### src/rtl/data_memory.sv
// Word-addressed data memory with a fixed-latency MFC handshake.
// A request is latched in IDLE, performed after LATENCY cycles, and held in DONE until memEN drops.
module data_memory #(
  parameter int unsigned ADDR_W  = 8,
  parameter int unsigned DATA_W  = 16,
  parameter int unsigned LATENCY = 3
) (
  input  logic              clk,
  input  logic              rst,
  input  logic              memEN,
  input  logic              RW,
  input  logic [ADDR_W-1:0] addr,
  input  logic [DATA_W-1:0] dataIn,
  output logic [DATA_W-1:0] dataOut,
  output logic              MFC,
  output logic              busy
);

  localparam int unsigned DEPTH = 1 << ADDR_W;
  localparam int unsigned CNT_W = 4;

  typedef enum logic [1:0] {
    S_IDLE = 2'd0,
    S_WAIT = 2'd1,
    S_DONE = 2'd2
  } state_t;

  state_t            r_state;
  logic [CNT_W-1:0]  r_cnt;
  logic [ADDR_W-1:0] r_addr;
  logic [DATA_W-1:0] r_data;
  logic              r_rw;
  logic [DATA_W-1:0] r_mem [DEPTH];

  logic w_fire;
  logic w_mem_we;

  // The access fires on the edge that leaves WAIT with an exhausted counter.
  assign w_fire   = (r_state == S_WAIT) && (r_cnt == '0);
  assign w_mem_we = w_fire && !r_rw;

  // Control FSM with registered handshake and read data.
  always_ff @(posedge clk or negedge rst) begin
    if (!rst) begin
      r_state <= S_IDLE;
      r_cnt   <= '0;
      r_addr  <= '0;
      r_data  <= '0;
      r_rw    <= 1'b0;
      MFC     <= 1'b0;
      busy    <= 1'b0;
      dataOut <= '0;
    end else begin
      case (r_state)
        S_IDLE: begin
          if (memEN) begin
            r_addr  <= addr;
            r_data  <= dataIn;
            r_rw    <= RW;
            r_cnt   <= CNT_W'(LATENCY - 1);
            r_state <= S_WAIT;
            busy    <= 1'b1;
          end
        end
        S_WAIT: begin
          if (r_cnt != '0) begin
            r_cnt <= r_cnt - CNT_W'(1);
          end else begin
            r_state <= S_DONE;
            MFC     <= 1'b1;
            if (r_rw) begin
              dataOut <= r_mem[r_addr];
            end
          end
        end
        S_DONE: begin
          if (!memEN) begin
            r_state <= S_IDLE;
            MFC     <= 1'b0;
            busy    <= 1'b0;
          end
        end
        default: begin
          r_state <= S_IDLE;
          MFC     <= 1'b0;
          busy    <= 1'b0;
        end
      endcase
    end
  end

  // Storage is deliberately outside the reset domain.
  always_ff @(posedge clk) begin
    if (w_mem_we) begin
      r_mem[r_addr] <= r_data;
    end
  end

endmodule

### config.mk
export PLATFORM = sky130hd
export DESIGN_NAME = data_memory
export DESIGN_NICKNAME = d
export VERILOG_FILES = /design/src/rtl/data_memory.sv
export SDC_FILE = /design/constraint.sdc
export NUM_CORES = 2
export LEC_CHECK = 0
export BUFFER_PORTS_ARGS = -buffer_cell sky130_fd_sc_hd__buf_4
export CORE_MARGIN = 4
export CORE_UTILIZATION = 45
export CTS_BUF_LIST = sky130_fd_sc_hd__clkbuf_4
export DETAILED_ROUTE_END_ITERATION = 8
export PLACE_DENSITY = 0.6
export REMOVE_ABC_BUFFERS = 1
export SLEW_MARGIN = 20
export SYNTH_ARGS = -nofsm -noshare
export SYNTH_HDL_FRONTEND = slang
export SYNTH_SLANG_ARGS = --single-unit
### constraint.sdc
create_clock -name clk -period 4 [get_ports clk]
set_input_delay 0.8 -clock clk [delete_from_list [all_inputs] [get_ports clk]]
set_output_delay 0.8 -clock clk [all_outputs]
set_load 0.01 [all_outputs]
# Yosys cells after proc, flatten, opt, wreduce, memory -nomap -nowiden
# Memories as Yosys holds them, arrays and structs flattened. A register that Yosys moved wholly into a read port is not among the register bits.
# Cells that the tools add are included.
# W data, S select, Z words.
[totals]
register_bits = 33
ramBits = 4096
in_bits = 28
output_inout_bits = 18
word_cells = 46
mem_count = 1
[op_classes]
add_sub_neg = 1
n_eq_ne = 6
mux = 14
n_bitwise = 3
reduce_logical = 14
[memory_table]
columns = ["name", "words", "width", "read_ports", "rd_clocked_by_memory_dff", "wr", "line_no", "rtl"]
rows = [
  ["r_mem", 256, 16, 1, 1, 1, "33", "logic [DATA_W-1:0] r_mem [DEPTH];"],
]
[op_table]
columns = ["operator", "count"]
rows = [
  ["$reduce_and A3 Y1", 5],
  ["$mux W4", 2],
  ["$pmux W4 S2", 1],
  ["$mux W2", 3],
  ["$ne A2 B2 Y1 const B", 3],
  ["$pmux W1 S3", 2],
  ["$pmux W2 S3", 1],
  ["$mux W1", 5],
  ["$logic_not A4 Y1", 1],
  ["$reduce_bool A4 Y1", 1],
  ["$sub A4 B1 Y4 const B", 1],
  ["$not A1 Y1", 3],
  ["$eq A2 B1 Y1 const B", 1],
  ["$eq A2 B2 Y1 const B", 1],
  ["$logic_and A1 B1 Y1", 2],
  ["$logic_not A1 Y1", 2],
  ["$logic_not A2 Y1", 1],
  ["$ne A2 B1 Y1 const B", 1],
  ["$reduce_and A2 Y1", 1],
  ["$reduce_bool A2 Y1", 1],
]

# Longest topological paths before layout
[logic_depth]
depth_word = 5
ltp_mapped = 13
depth_no_buf = 8

# Least setup slack after synthesis
# Ideal clock, no wire load.
[synth_timing]
path_kind = "reg-to-reg"
startpoint = "register r_data[0]"
endpoint = "memory r_mem[0][0], data pin"
setup_time_ns = 0.803
t_arrival_ns = 3.181
t_required_ns = 3.197
slack_ns = 0.016
stages_incl_launch_ff = 1
path_buffers = 0
synth_period_minus_slack_ns = 3.984
path_cell_list = "dfrtp_1"
[synth_lines]
columns = ["element", "line_no", "rtl"]
rows = [
  ["start: declaration", "31", "logic [DATA_W-1:0] r_data;"],
  ["start signal: assignment", "58", "r_data <= dataIn;"],
  ["end: declaration", "33", ""],
]
# No word-level cell before the write port.

==> flow_summary.yaml <==
critical_path:
  setup.worst_path.class: "flop to flop"
  crit_path_max_incr_delay_ps: 970
  critPathTopFamily: "simple AND/OR/NAND/NOR gates"
  crit_chain: "buf_12 > nand2b_2 > nor2_1 > a22oi_1 > nand4_1 > nor4b_1 > nand4_1 > o22a_1"
  start_kind: "flop"
  required_ps: 5430
  cp_common_cell: "nand4_1"
  cp-end-kind: "flop"
  crit_path_top_delay_cell: "nor4b_1"
  r2r-start: "r_addr[3]$_DFFE_PN0P_"
  path_max_fanout: 46
  crit_buf_inv: 1
  arrival_ps: 5390
  cp-startpoint: "r_addr[3]$_DFFE_PN0P_"
  path_depth: 8
  r2r_cells: 8
drt:
  dr.pass1.iters: 6
  vias: 84830
  routedWlPerCell_um: 31.34
  totalWireLength_um: 448600
  drt_iter0_drc: 10550
  vias_per_cell: 5.927
  ant_nets: 0
  drcViolationCount: 0
synth:
  yosysTopAreaCell: "edfxtp_1"
  synthArstFlopShare_pct: 1.182
  synth_seq_cells: 4145
  synth_area_leaders: "edfxtp_1 (77%), mux4_2 (14%), mux2i_1 (2.4%)"
  ys.warnings.count: 0
  synth-edff-count: 4096
  yosysSeqAreaShare_pct: 77.74
  ys_types: 68
  synth-main-ff-cell: "edfxtp_1"
  yosys.area.top_type_share_pct: 76.97
  syn_inst: 7299
  syn-cell-area_um2: 159800
  avgSynthCellArea_um2: 21.89
placement:
  io_buffers: 45
  place_area_um2: 171200
  post-dp-hpwl_um: 273800
  gp_congestion: 0.8528
timing:
  slew_headroom_pct: 26.26
  clock_skew_ps: 155.8
  max_freq_mhz: 252.7
  setup_viol: 0
  worstMarginPinSlew_ps: 1091
  setup_tns_ps: 0
  hold_viol: 0
  holdWs_ps: 285.4
  fin_crit_ps: 3957
  drv_slew: 0
  rsz0062_at_grt: "false"
  period_share_pct: 98.93
clock_tree:
  cts_tree: "yes"
  clk_latency_ps: 1620
  cts_inserted_buffers: 1140
  cts.htree.levels: 7
  cts_root_buf: "clkbuf_4"
  clock_path_buffers: 5
  cts_sinks: 4145
  clk_pin_slew_worst_paths_ps: 70
cells_and_area:
  fin_area_um2: 185400
  fillers: 27920
  num-nets-final: 8910
  syn_to_final_growth_pct: 16.00
  final_common_cell: "edfxtp_1"
  layout-drive-gt1-share_pct: 37.28
  final_cell_mix: "edfxtp_1 (4,096), clkbuf_4 (1,602), mux4_2 (969), buf_4 (659), mux2i_1 (381)"
run:
  maxCapViolCount: 0
grt:
  first_global_vias: 86600
  grt_use_total_pct: 24.65
  grt_remaining_overflow: 0
  grt_max_degree: 165
  antenna_found_initial: 30
  grt_pass1_wl_um: 634900
floorplanning:
  coreArea_um2: 353200
  dieArea_um2: 364700
  initial_core_util_pct: 45.24
  rows: 218
  die_w_um: 603.9
  fp.dieH_um: 603.9
  ios: 46
hold_path:
  min_path_type: "input port to asynchronous set/reset pin"
power_and_ir_drop:
  peakVddDrop_v: 0.0005988
  pwr_density_cell_nw_per_um2: 725.1
  power.leakage_nw: 60.49
status:
  status: "completed"
## layout make-up
class / instances / area, µm² / area share (%)
diodes: 23 / 57.56 / 0.03105
inverters: 12 / 65.06 / 0.03510
clock inverters: 218 / 1222 / 0.6595
clock buffers: 1602 / 12030 / 6.488
repair buffers: 870 / 8426 / 4.546
flip-flops and latches: 4145 / 124300 / 67.06
well taps: 4730 / 5918 / 3.193
multi-input cells: 2712 / 33340 / 17.99
## kinds of logic (layout without fill, tap and decap cells)
logic type / after synthesis / count (layout) / share of synthesized area (%)
flops: 4145 / 4145 / 77.74
mux: 1373 / 1373 / 16.21
simple gates: 827 / 827 / 2.174
compound gates: 508 / 508 / 2.304
buf+inv: 442 / 2702 / 1.549
fa+ha+maj: 2 / 2 / 0.01409
xor+xnor: 2 / 2 / 0.01096
other cells: 0 / 23 / 0
## through the flow
stage | power (mW) | utilization (%) | cells | worst slack, ps
after floorplan | 72.22 | - | 6869 | -49720
after global placement | 98.55 | 48.45 | 12390 | -509.4
after detailed placement | 99.28 | 48.46 | 12390 | -182.7
after CTS | 135.4 | 52.45 | 14290 | 92.35
after global routing | 139.7 | 52.47 | 14300 | 45.47
final | 134.4 | 52.48 | 14310 | 42.94
## where the power goes
part	switching [mW]	leakage [nW]	internal, mW
Sequential	2.04	37.4	54.6
Clock	16.6	8.01	19.2
Combinational	26.6	15.1	15.4
## worst paths after layout
path                                            to  slack, ps
max in group asynchronous  dataOut[12]$_DFFE_PN0P_       3280
min in group clk             r_addr[1]$_DFFE_PN0P_        400
max                        dataOut[15]$_DFFE_PN0P_         40
min                          r_addr[6]$_DFFE_PN0P_        290
max reg2reg                dataOut[15]$_DFFE_PN0P_         40
min reg2reg                   r_cnt[1]$_DFFE_PN0P_        530
## metal layers
layer	track usage, %	up-vias	share of wire (%)	wire, µm
met1	33.45	45020	40	177400
met5	0	-	0.014	62
met3	5.745	819	8.5	38200
met4	10.94	10	3.7	16500
li1	-	34520	-	-
met2	38.33	4452	48	216400
## sequential cells by signal, indices dropped and copies added, names as in the netlist
signal,flops
r_mem,4096
dataOut,16
r_data,16
r_addr,8
r_cnt,4
r_state,2
MFC,1
busy,1
r_rw,1
## synth_stat cells (9+ instances only)
cell type,n
edfxtp_1,4096
mux4_2,969
mux2i_1,381
nand2_1,353
nor2_1,293
buf_2,154
clkbuf_1,143
a32oi_1,114
a22oi_1,104
nand3_1,80
a21oi_1,78
buf_4,70
dfrtp_1,49
buf_6,42
o21ai_0,42
o22ai_1,41
o211ai_1,26
nor2b_1,25
mux2_2,23
nor3_1,22
a211oi_1,20
buf_1,17
nand4_1,13
a31oi_1,12
inv_1,9
## worst min-delay path: cells and delay by family
kind / cells / cell delay, ps
buffers and inverters: 4 / 1510
## repair_timing
item                                   4_1_cts  5_1_grt
buffers inserted                             4        0
resized for setup                            1        0
hold buffers                                77        0
setup endpoints to repair                    2        0
endpoints found under the hold margin       81        0
(Power assumes the default switching activity.)
